$ cat config.mk
export PLATFORM = sky130hd
export DESIGN_NAME = video_frame_sequencer
export DESIGN_NICKNAME = d
export VERILOG_FILES = /design/src/rtl/video_frame_sequencer.sv
export SDC_FILE = /design/constraint.sdc
export NUM_CORES = 1
export LEC_CHECK = 0
export BUFFER_PORTS_ARGS = -buffer_cell sky130_fd_sc_hd__buf_2
export CAP_MARGIN = 20
export CORE_UTILIZATION = 30
export DETAILED_ROUTE_END_ITERATION = 7
export GPL_ROUTABILITY_DRIVEN = 0
export PLACE_DENSITY = 0.5
export SETUP_SLACK_MARGIN = 0.1
export SLEW_MARGIN = 20
export SYNTH_ARGS = -nofsm -noshare
export SYNTH_HDL_FRONTEND = slang
export SYNTH_SLANG_ARGS = --single-unit
$ cat constraint.sdc
create_clock -name clk_clk -period 4.77 [get_ports clk_clk]
set_clock_uncertainty 0.2 [all_clocks]
set_input_delay 0.954 -clock clk_clk [delete_from_list [all_inputs] [get_ports clk_clk]]
set_output_delay 0.954 -clock clk_clk [all_outputs]
set_load 0.05 [all_outputs]
$ cat src/rtl/video_frame_sequencer.sv
`default_nettype none
// ============================================================================
// Module   : video_frame_sequencer
// Brief    : Frames a free-running pixel source into Avalon-ST packets through
//            a small show-ahead FIFO that drops pixels on overflow.
// Revision : 1.0 - initial release
// ============================================================================
module video_frame_sequencer #(
    parameter int H_ACTIVE   = 320,
    parameter int V_ACTIVE   = 240,
    parameter int FIFO_DEPTH = 16
) (
    input  logic        clk_clk,
    input  logic        reset_reset,
    input  logic        enable,
    input  logic        frame_start,
    input  logic [23:0] pix_data,
    input  logic        pix_valid,
    output logic [23:0] src_data,
    output logic        src_startofpacket,
    output logic        src_endofpacket,
    output logic        src_valid,
    input  logic        src_ready,
    output logic        busy,
    output logic        overflow,
    input  logic        clear_overflow,
    output logic [15:0] frame_count
);

    localparam int c_TOTAL = H_ACTIVE * V_ACTIVE;
    localparam int c_CW    = $clog2(c_TOTAL + 1);
    localparam int c_AW    = $clog2(FIFO_DEPTH);

    localparam logic [c_CW-1:0] c_LAST = c_CW'(c_TOTAL - 1);
    localparam logic [c_AW:0]   c_THR  = (c_AW + 1)'(FIFO_DEPTH - 1);

    localparam logic [1:0] c_S_IDLE   = 2'd0;
    localparam logic [1:0] c_S_ARMED  = 2'd1;
    localparam logic [1:0] c_S_STREAM = 2'd2;
    localparam logic [1:0] c_S_DRAIN  = 2'd3;

    logic [1:0]      r_state;
    logic [1:0]      w_state_nxt;
    logic [c_CW-1:0] r_pix_cnt;
    logic [c_AW-1:0] r_wr_ptr;
    logic [c_AW-1:0] r_rd_ptr;
    logic [c_AW:0]   r_count;
    logic [25:0]     r_mem [FIFO_DEPTH];
    logic            r_overflow;
    logic [15:0]     r_frame_cnt;

    logic            w_start;
    logic            w_pix_in;
    logic [c_CW-1:0] w_idx;
    logic            w_sop;
    logic            w_eop;
    logic            w_valid;
    logic            w_pop;
    logic [c_AW:0]   w_occ;
    logic            w_drop;
    logic            w_push;
    logic            w_frame_done;
    logic [25:0]     w_head;

    // The pixel arriving alongside frame_start is index 0 of the new frame.
    assign w_start  = (r_state == c_S_ARMED) && enable && frame_start;
    assign w_pix_in = pix_valid && (w_start || (r_state == c_S_STREAM));
    assign w_idx    = (r_state == c_S_ARMED) ? '0 : r_pix_cnt;
    assign w_sop    = (w_idx == '0);
    assign w_eop    = (w_idx == c_LAST);

    assign w_valid  = (r_count != '0);
    assign w_pop    = w_valid && src_ready;
    assign w_occ    = r_count - {{c_AW{1'b0}}, w_pop};
    // One slot stays reserved so the end-of-packet pixel is never lost.
    assign w_drop   = w_pix_in && !w_eop && (w_occ >= c_THR);
    assign w_push   = w_pix_in && !w_drop;

    assign w_frame_done = (r_state == c_S_DRAIN) && (r_count == '0);

    always_ff @(posedge clk_clk) begin
        if (reset_reset) begin
            r_state <= c_S_IDLE;
        end else begin
            r_state <= w_state_nxt;
        end
    end

    always_comb begin
        w_state_nxt = r_state;
        case (r_state)
            c_S_IDLE: begin
                if (enable) w_state_nxt = c_S_ARMED;
            end
            c_S_ARMED: begin
                if (!enable) begin
                    w_state_nxt = c_S_IDLE;
                end else if (frame_start) begin
                    w_state_nxt = (w_pix_in && w_eop) ? c_S_DRAIN : c_S_STREAM;
                end
            end
            c_S_STREAM: begin
                if (w_pix_in && w_eop) w_state_nxt = c_S_DRAIN;
            end
            c_S_DRAIN: begin
                if (r_count == '0) w_state_nxt = enable ? c_S_ARMED : c_S_IDLE;
            end
            default: w_state_nxt = c_S_IDLE;
        endcase
    end

    always_ff @(posedge clk_clk) begin
        if (reset_reset) begin
            r_pix_cnt <= '0;
        end else if (w_pix_in) begin
            r_pix_cnt <= w_idx + c_CW'(1);
        end else if ((r_state == c_S_IDLE) || (r_state == c_S_ARMED)) begin
            r_pix_cnt <= '0;
        end
    end

    always_ff @(posedge clk_clk) begin
        if (reset_reset) begin
            r_wr_ptr <= '0;
            r_rd_ptr <= '0;
            r_count  <= '0;
        end else begin
            if (w_push) r_wr_ptr <= r_wr_ptr + c_AW'(1);
            if (w_pop)  r_rd_ptr <= r_rd_ptr + c_AW'(1);
            case ({w_push, w_pop})
                2'b10:   r_count <= r_count + (c_AW + 1)'(1);
                2'b01:   r_count <= r_count - (c_AW + 1)'(1);
                default: r_count <= r_count;
            endcase
        end
    end

    always_ff @(posedge clk_clk) begin
        if (w_push) r_mem[r_wr_ptr] <= {w_sop, w_eop, pix_data};
    end

    always_ff @(posedge clk_clk) begin
        if (reset_reset) begin
            r_overflow  <= 1'b0;
            r_frame_cnt <= '0;
        end else begin
            if (w_drop) begin
                r_overflow <= 1'b1;
            end else if (clear_overflow) begin
                r_overflow <= 1'b0;
            end
            if (w_frame_done) r_frame_cnt <= r_frame_cnt + 16'd1;
        end
    end

    // Head entry is masked so stale memory never reaches the bus after reset.
    assign w_head            = w_valid ? r_mem[r_rd_ptr] : '0;
    assign src_valid         = w_valid;
    assign src_data          = w_head[23:0];
    assign src_endofpacket   = w_head[24];
    assign src_startofpacket = w_head[25];
    assign busy              = (r_state == c_S_STREAM) || (r_state == c_S_DRAIN);
    assign overflow          = r_overflow;
    assign frame_count       = r_frame_cnt;

endmodule
`default_nettype wire
## Word-level counts from Yosys, hierarchy flattened

Memory sizes are Yosys's and may differ from the RTL's. A register that Yosys moved wholly into a read port is not among the register bits.
Index checks and enable logic that the tools add are counted.

- Bits in registers: 49
- RAM bits: 416
- Input bits: 31
- Output and inout bits: 45
- Word-level logic and storage cells: 67
- Memories: 1

Memory list:

| name | depth | width | rd ports | clocked after memory_dff | write ports | line | source |
|---|---|---|---|---|---|---|---|
| r_mem | 16 | 26 | 1 | 1 | 1 | 48 | `logic [25:0] r_mem [FIFO_DEPTH];` |

- Add/sub/neg operators: 7
- Magnitude comparators: 1
- Eq/ne operators: 10
- Muxes and demuxes: 19
- Reduce and logical (&&, ||, !) cells: 22

Operators with widths:

| kind | number |
|---|---|
| two-way mux 17 bit | 3 |
| two-way mux 26 bit | 1 |
| adder 17 x 1 -> 17 bit (second input constant) | 1 |
| equality test 17 bit (second input constant) | 1 |
| zero test 17 bit | 1 |
| adder 16 x 1 -> 16 bit (second input constant) | 1 |
| two-way mux 2 bit | 5 |
| case mux 5 bit (2 select lines) | 1 |
| logical AND 1 bit | 9 |
| adder 4 x 1 -> 4 bit (second input constant) | 2 |
| two-way mux 4 bit | 2 |
| case mux 2 bit (4 select lines) | 1 |
| equality test 2 bit (second input constant) | 3 |
| two-way mux 1 bit | 6 |
| nonzero test 2 bit | 3 |
| adder 5 x 1 -> 5 bit (second input constant) | 1 |
| >= comparator 5 x 4 -> 1 bit (second input constant) | 1 |
| zero test 5 bit | 1 |
| nonzero test 5 bit | 1 |
| subtractor 5 x 1 -> 5 bit | 1 |
| subtractor 5 x 1 -> 5 bit (second input constant) | 1 |
| equality test 2 x 1 -> 1 bit (second input constant) | 2 |
| inequality test 2 x 1 -> 1 bit (second input constant) | 2 |
| AND reduction 4 bit | 1 |
| other kinds (5) | 8 |

## Depth between registers and ports, before layout

Gate-level depths: netlist of run 1.

- Word-level depth: 11
- Gate-level depth with buffers: 20
- Mapped depth without buffers: 17

## Worst setup path after synthesis of run 1

Ideal clock, no wire load.

- Kind: in2reg
- Start: in src_ready
- End: reg r_count[4]
- Library setup time: 121 ps
- Arrival: 4811 ps
- Data required time: 4449 ps
- Path slack: -362 ps
- Stages: 18
- Buffers on the path: 2
- Cell sequence: a21boi_1 ha_1 ha_1 or2_2 o32a_1 a211oi_2 a21oi_2 buf_2 inv_1 ha_1 clkbuf_1 xor2_1 ha_1 inv_1 o21ai_0 a21oi_1 o21bai_1 mux2_2

- Cells in the longest elaborated chain, start to end: 8
- Elaborated cells between the ends (all ways): 10
- Classes of those cells: 1 x add/sub; 1 x order compare; 2 x eq/ne; 1 x mux; 5 x reduce/logical

Ends and longest elaborated chain:

| element | line | source |
|---|---|---|
| start, declared | 23 | `input logic src_ready,` |
| logical AND 1 bit * | 73 | `assign w_pop = w_valid && src_ready;` |
| subtractor 5 x 1 -> 5 bit | 74 | `assign w_occ = r_count - {{c_AW{1'b0}}, w_pop};` |
| >= comparator 5 x 4 -> 1 bit | 76 | `assign w_drop = w_pix_in && !w_eop && (w_occ >= c_THR);` |
| logical AND 1 bit | 76 |  |
| zero test 1 bit | 77 | `assign w_push = w_pix_in && !w_drop;` |
| logical AND 1 bit | 77 |  |
| equality test 2 x 1 -> 1 bit / equality test 2 bit (equally long branches) | 130 | `case ({w_push, w_pop})` |
| case mux 5 bit (2 select lines) / nonzero test 2 bit (equally long branches) | -- |  |
| end signal, assigned | 131 | `2'b10: r_count <= r_count + (c_AW + 1)'(1);` |
| end signal, assigned | 132 | `2'b01: r_count <= r_count - (c_AW + 1)'(1);` |
| end signal, assigned | 133 | `default: r_count <= r_count;` |
| end, declared | 47 | `logic [c_AW:0] r_count;` |

Every way passes the cells marked *; elsewhere a longest branch is shown, timed or not.
A chain may end at the register's enable or synchronous reset.

## Final worst setup path of run 1

- Start: reg r_count[3]
- End: reg r_count[4]

- Cells in the longest elaborated chain, start to end: 9
- Elaborated cells between the ends (all ways): 13
- Classes of those cells: 3 x add/sub; 1 x order compare; 2 x eq/ne; 1 x mux; 6 x reduce/logical

Ends and longest elaborated chain:

| element | line | source |
|---|---|---|
| nonzero test 5 bit * | 72 | `assign w_valid = (r_count != '0);` |
| logical AND 1 bit * | 73 |  |
| via w_pop | 58 | `logic w_pop;` |
| subtractor 5 x 1 -> 5 bit | 74 |  |
| >= comparator 5 x 4 -> 1 bit | 76 |  |
| logical AND 1 bit | 76 |  |
| zero test 1 bit | 77 |  |
| logical AND 1 bit | 77 |  |
| equality test 2 x 1 -> 1 bit / equality test 2 bit (equally long branches) | 130 |  |
| case mux 5 bit (2 select lines) / nonzero test 2 bit (equally long branches) | -- |  |

Mark *: on every way through the listed nets, which the timed path passes. The rest lies on a longest branch.

==> results of run 1 <==
power breakdown:
| part | total, mW | internal (mW) | leakage, nW | switching (mW) |
|---|---|---|---|---|
| logic | 1.52 | 0.653 | 1.91 | 0.867 |
| registers | 4.57 | 4.49 | 4.18 | 0.0794 |
| clock network | 4.05 | 2.40 | 0.841 | 1.65 |
| total | 10.1 | 7.54 | 6.93 | 2.59 |
cell families (layout without fill, tap and decap cells):
| group | after synthesis | in the layout | synth area share [%] |
|---|---|---|---|
| AO/OA/AOI/OAI | 52 | 52 | 1.95 |
| multiplexers | 135 | 135 | 15.9 |
| adder cells (fa/ha/maj) | 13 | 13 | 0.866 |
| AND/OR/NAND/NOR | 210 | 210 | 6.34 |
| flip-flops | 469 | 469 | 72.2 |
| XOR/XNOR | 27 | 27 | 1.26 |
| buffers and inverters | 71 | 206 | 1.56 |
critical path, delay by kind of cell (launching register included):
family                     cells  cell delay [ns]
AOI/OAI and AO/OA              7             1.27
xor gates and xnor gates       1             0.17
adders and majority gates      4             0.90
buffers and inverters          2             0.17
DFF                            1             0.41
muxes                          1             0.34
and+or+nand+nor                2             0.74
layout make-up:
type                       count  share of cell area, %
multi-input combinational    437                   22.7
clock inverter                34                   1.73
timing repair buffer          90                   2.45
clock buffer                  62                   6.15
sequential                   469                   61.8
inverter                      20                  0.342
tap                          837                   4.78
per-layer routing:
metal | vias to the layer above | GRT usage, % | part of all wire [%]
met3 | 64 | 3.03 | 4.6
met1 | 4853 | 17.4 | 45
met5 | - | 0 | 0.074
li1 | 4166 | - | -
met4 | 4 | 3.32 | 1.9
met2 | 170 | 21.5 | 48
registers in the layout, summed over array words and instances, names as in the netlist, named ones only:
register     count
r_state          1
r_mem          416
r_count          5
overflow         1
r_wr_ptr         4
r_rd_ptr         4
frame_count     16
r_pix_cnt       17
cells in the final DEF (no fill, tap or decap), types with 14 or more instances in the layout:
cell / count
inv_1: 19
nand4_1: 17
a21oi_1: 14
and3_2: 16
nor2_1: 47
buf_2: 75
nand3_1: 18
mux4_2: 130
nand2_1: 21
and2_1: 28
clkinv_1: 14
edfxtp_1: 416
xor2_1: 14
nor3_1: 14
dfxtp_1: 49
clkbuf_16: 52
worst min-delay path by stage:
stage	end	from	slack (ns)	cells past startpoint
after floorplan	r_pix_cnt[7]$_SDFFE_PP0P_	r_pix_cnt[7]$_SDFFE_PP0P_	0.28	2
after global routing	overflow$_SDFFE_PP0P_	overflow$_SDFFE_PP0P_	0.33	1
after detailed placement	frame_count[15]$_SDFFE_PP0P_	frame_count[15]$_SDFFE_PP0P_	0.31	2
after global placement	frame_count[15]$_SDFFE_PP0P_	frame_count[15]$_SDFFE_PP0P_	0.30	2
after CTS	overflow$_SDFFE_PP0P_	overflow$_SDFFE_PP0P_	0.33	1
final	overflow$_SDFFE_PP0P_	overflow$_SDFFE_PP0P_	0.30	1
==> impl_metrics.ini, run 1 <==
[logic_synthesis]
synth_area_per_cell_um2 = 19.2
ys.flop_type = edfxtp_1
synthTopCellsByArea = edfxtp_1 67%, mux4_2 16%, dfxtp_1 5.6%
synthCells = 977
yosysMostFrequentCell = edfxtp_1
synth_edf_count = 416
ys_warn_count = 0
synth_cell_types = 60
synth_top_area_share_pct = 66.5
netlist_area_um2 = 18800
ys_ff_latch = 469
synthArstFlopShare_pct = 0
synth_commonest_cells = 416 x edfxtp_1, 130 x mux4_2, 53 x dfxtp_1, 47 x nor2_1, 32 x clkbuf_1
synth_top_area_cell = edfxtp_1
syn_nets = 1021
ys_seq_area_share_pct = 72.2

[finish]
nFillCells = 5765
finalInstanceArea_um2 = 21900
layout.cells.non_filler = 1949
fin_util_pct = 35.5
nNetsFinal = 1113
drive_above_1_share_pct = 29.8
area_growth_pct = 16.8
n_antenna_cell = 0
regArea_um2 = 13600
multiInputGateArea_um2 = 4980

[sta]
fin_crit_sh_pct = 91.1
tightestPinTransition_ns = 1.06
rsz0062_at_grt = no
worst_slew_margin_rel_pct = 29.6
fmax_mhz = 230
tns_ns = 0
slew_viol_final = 0
setup_violations = 0
hold_violations = 0
fin_crit_ns = 4.34
fin_hold_ws_ns = 0.296
setup_ws_ns = 0.426

[clock_network]
clkLatencyLatePin_ns = 0.59
clock_path_buffers = 3
path_clk_slew_ns = 0.06
cts_tree = yes
postCtsHoldBufs = 0
cts_sinks = 469
cts_buffers = 51
root_buffer = clkbuf_16
cts-htree-levels = 2
cts_resized = 0
cts_setup_buffers = 0

[worst_setup_path]
slowest_stage = nor3_1
worstSetupStartpoint = r_count[3]$_SDFFE_PP0P_
max_stage_delay_ns = 0.45
worstPathCellList = nor3_1, a21boi_4, ha_1, ha_1, or2_2, o32a_1, a211oi_4, a21oi_2, inv_1, ha_1, xor2_1, ha_1, inv_1, o21ai_0, a21oi_1, o21bai_1, mux2_2
start_kind = flop
crit_path_end = r_count[4]$_SDFFE_PP0P_
r2r_end = r_count[4]$_SDFFE_PP0P_
critPathMostFrequentCell = ha_1
rr_worst_depth = 17
critical_path_arrival_ns = 4.62
r2r_slack_ns = 0.43
critical_path_class = reg -> reg
endpoint_kind = flop
path_max_fanout = 17
reg2reg_from = r_count[3]$_SDFFE_PP0P_
required_ns = 5.05

[power_and_ir_drop]
ir_drop_v = 0.000275
power_mw = 10.1
power_density_nw_per_um2 = 462
power_leakage_nw = 6.93

[route]
ant_nets = 0
vias_per_cell = 4.75
first_iter_violations = 707
vias = 9257
wl_um = 40700
dr.pass1.iters = 5
wl_per_cell_um = 20.9
drc = 0

[floorplan]
die_h_um = 252
pin_count = 76
dieArea_um2 = 63600
start_util_pct = 30.4
num_rows = 91
core-area_um2 = 61800
die-width_um = 252

[global_routing]
grt_use_total_pct = 13.0
grt_pass1_wl_um = 62000
antenna_found_initial = 2
grt_max_degree = 48
grt_pass1_vias = 9776
grt.overflow.total = 0

[place]
portBuffers = 75
dp_hpwl_um = 22300
placed_cell_area_um2 = 20200
preCtsSetupSlack_ns = 0.222
dpl.cell_count = 1853

[worst_hold_path]
min_path_type = reg -> reg

[status]
outcome = completed

[run]
maxCapViolations = 0
(Power assumes the default switching activity.)
==> run 2, diff against run 1 <==
--- a/config.mk
+++ b/config.mk
@@ -8,11 +8,10 @@
 export BUFFER_PORTS_ARGS = -buffer_cell sky130_fd_sc_hd__buf_2
 export CAP_MARGIN = 20
 export CORE_UTILIZATION = 30
+export CTS_BUF_LIST = sky130_fd_sc_hd__clkbuf_16
 export DETAILED_ROUTE_END_ITERATION = 7
-export GPL_ROUTABILITY_DRIVEN = 0
 export PLACE_DENSITY = 0.5
 export SETUP_SLACK_MARGIN = 0.1
-export SLEW_MARGIN = 20
 export SYNTH_ARGS = -nofsm -noshare
 export SYNTH_HDL_FRONTEND = slang
 export SYNTH_SLANG_ARGS = --single-unit
==> run 2 against run 1 <==
Design area hardly changed. First-iteration DRC count shrank 0.57%. Combinational power is essentially flat. Core utilization barely moved. Register-to-register slack hardly changed. Via count down 0.16%. Power fell by 0.34%. Global-route usage is essentially flat. Worst setup slack worse by 0.0045 ns. Worst hold slack hardly changed. Sequential share of layout area about the same. Fmax is 0.10% lower. Largest cell class unchanged.
==> impl_metrics.ini, run 2 (synthesis gave the netlist of run 1 again) <==
[status]
outcome = completed

[worst_setup_path]
max_stage_delay_ns = 0.45
start_kind = flop
worstPathCellList = nor3_1, a21boi_4, ha_1, ha_1, or2_2, o32a_1, a211oi_4, a21oi_2, inv_1, ha_1, xor2_1, ha_1, inv_1, o21ai_0, a21oi_1, o21bai_1, mux2_2
path_max_fanout = 17
slowest_stage = nor3_1
critical_path_arrival_ns = 4.63
critPathMostFrequentCell = ha_1
endpoint_kind = flop
critical_path_class = reg -> reg
required_ns = 5.05

[route]
drc = 0
vias_per_cell = 4.74
wl_per_cell_um = 20.9
first_iter_violations = 703
dr.pass1.iters = 5
vias = 9242
ant_nets = 0
wl_um = 40700

[clock_network]
cts_tree = yes
cts_resized = 0
cts_buffers = 51
cts_setup_buffers = 0
cts_sinks = 469
cts-htree-levels = 2
clkLatencyLatePin_ns = 0.59
path_clk_slew_ns = 0.06
postCtsHoldBufs = 0
root_buffer = clkbuf_16
clock_path_buffers = 3

[finish]
final_common_cell = edfxtp_1
regArea_um2 = 13600
drive_above_1_share_pct = 29.7
nFillCells = 5766
area_growth_pct = 16.7
final_cell_mix = 416 x edfxtp_1, 130 x mux4_2, 75 x buf_2, 52 x clkbuf_16, 49 x dfxtp_1
multiInputGateArea_um2 = 4980
top_register = r_mem
nNetsFinal = 1113
largest_reg_flops = 416
n_antenna_cell = 0

[sta]
hold_violations = 0
setup_violations = 0
fin_crit_sh_pct = 91.2
fin_hold_ws_ns = 0.296
rsz0062_at_grt = no
worst_slew_margin_rel_pct = 28.5
setup_ws_ns = 0.422
tightestPinTransition_ns = 1.07
slew_viol_final = 0
fin_crit_ns = 4.35
tns_ns = 0
fmax_mhz = 230

[global_routing]
grt.overflow.total = 0
grt_max_degree = 48
grt_pass1_wl_um = 62100
antenna_found_initial = 2
grt_pass1_vias = 9779
grt_use_total_pct = 13.1

[power_and_ir_drop]
power_leakage_nw = 6.96
power_density_nw_per_um2 = 461
ir_drop_v = 0.000275

[place]
dp_hpwl_um = 22300
portBuffers = 75
place.gp.congestion = 0.791
preCtsSetupSlack_ns = 0.222

[floorplan]
start_util_pct = 30.4
num_rows = 91
core-area_um2 = 61800
die_h_um = 252
dieArea_um2 = 63600
pin_count = 76
die-width_um = 252

[run]
maxCapViolations = 0

[worst_hold_path]
min_path_type = reg -> reg
run 2: cell count changes in the layout (fill, tap and decap cells not counted):
cell / change
clkbuf_1: -9
clkbuf_8: -1
clkinv_1: +1
inv_1: +9
run 2: layer usage:
| metal | vias to the layer above | track usage [%] | part of all wire, % |
|---|---|---|---|
| met2 | 178 | 21.5 | 48 |
| met5 | - | 0 | 0.074 |
| met1 | 4821 | 17.4 | 45 |
| met4 | 4 | 3.32 | 1.9 |
| li1 | 4175 | - | - |
| met3 | 64 | 3.03 | 4.6 |
run 2: area by class of cell:
class / count / share of cell area, %
clock buffer: 52 / 5.94
clock inverter: 44 / 1.91
inverter: 20 / 0.342
multi-input combinational: 437 / 22.7
sequential: 469 / 61.9
tap: 837 / 4.78
timing repair buffer: 90 / 2.45
run 2: worst paths after layout:
kind | to | slack [ns] | start | cells past startpoint
min | overflow$_SDFFE_PP0P_ | 0.30 | overflow$_SDFFE_PP0P_ | 1
max | r_count[4]$_SDFFE_PP0P_ | 0.42 | r_count[3]$_SDFFE_PP0P_ | 17
min reg2reg | overflow$_SDFFE_PP0P_ | 0.30 | overflow$_SDFFE_PP0P_ | 1
max reg2reg | r_count[4]$_SDFFE_PP0P_ | 0.42 | r_count[3]$_SDFFE_PP0P_ | 17
run 2: stage by stage:
step | total power [mW] | cell area, um2 | utilization, % | instances
final | 10.1 | 21900 | 35.5 | 1949
after global routing | 10.5 | 21900 | 35.5 | 1949
after CTS | 10.3 | 21900 | 35.5 | 1949
after detailed placement | 6.22 | 20200 | 32.7 | 1853
after global placement | 6.21 | 20200 | 32.7 | 1853
after floorplan | 5.78 | 18800 | - | 977
run 2: power by group:
group / total, mW / internal, mW / switching (mW) / leakage [nW]
sequential: 4.57 / 4.49 / 0.0793 / 4.18
combinational: 1.52 / 0.653 / 0.867 / 1.91
clock: 4.02 / 2.37 / 1.65 / 0.872
total: 10.1 / 7.51 / 2.60 / 6.96
run 2: critical path: cells and delay by family (launching register included):
family	cells	cell delay, ns
multiplexers	1	0.34
adder cells (fa/ha/maj)	4	0.90
AO/OA/AOI/OAI	7	1.27
flip-flops	1	0.41
XOR/XNOR	1	0.17
AND/OR/NAND/NOR	2	0.74
buffers and inverters	2	0.17
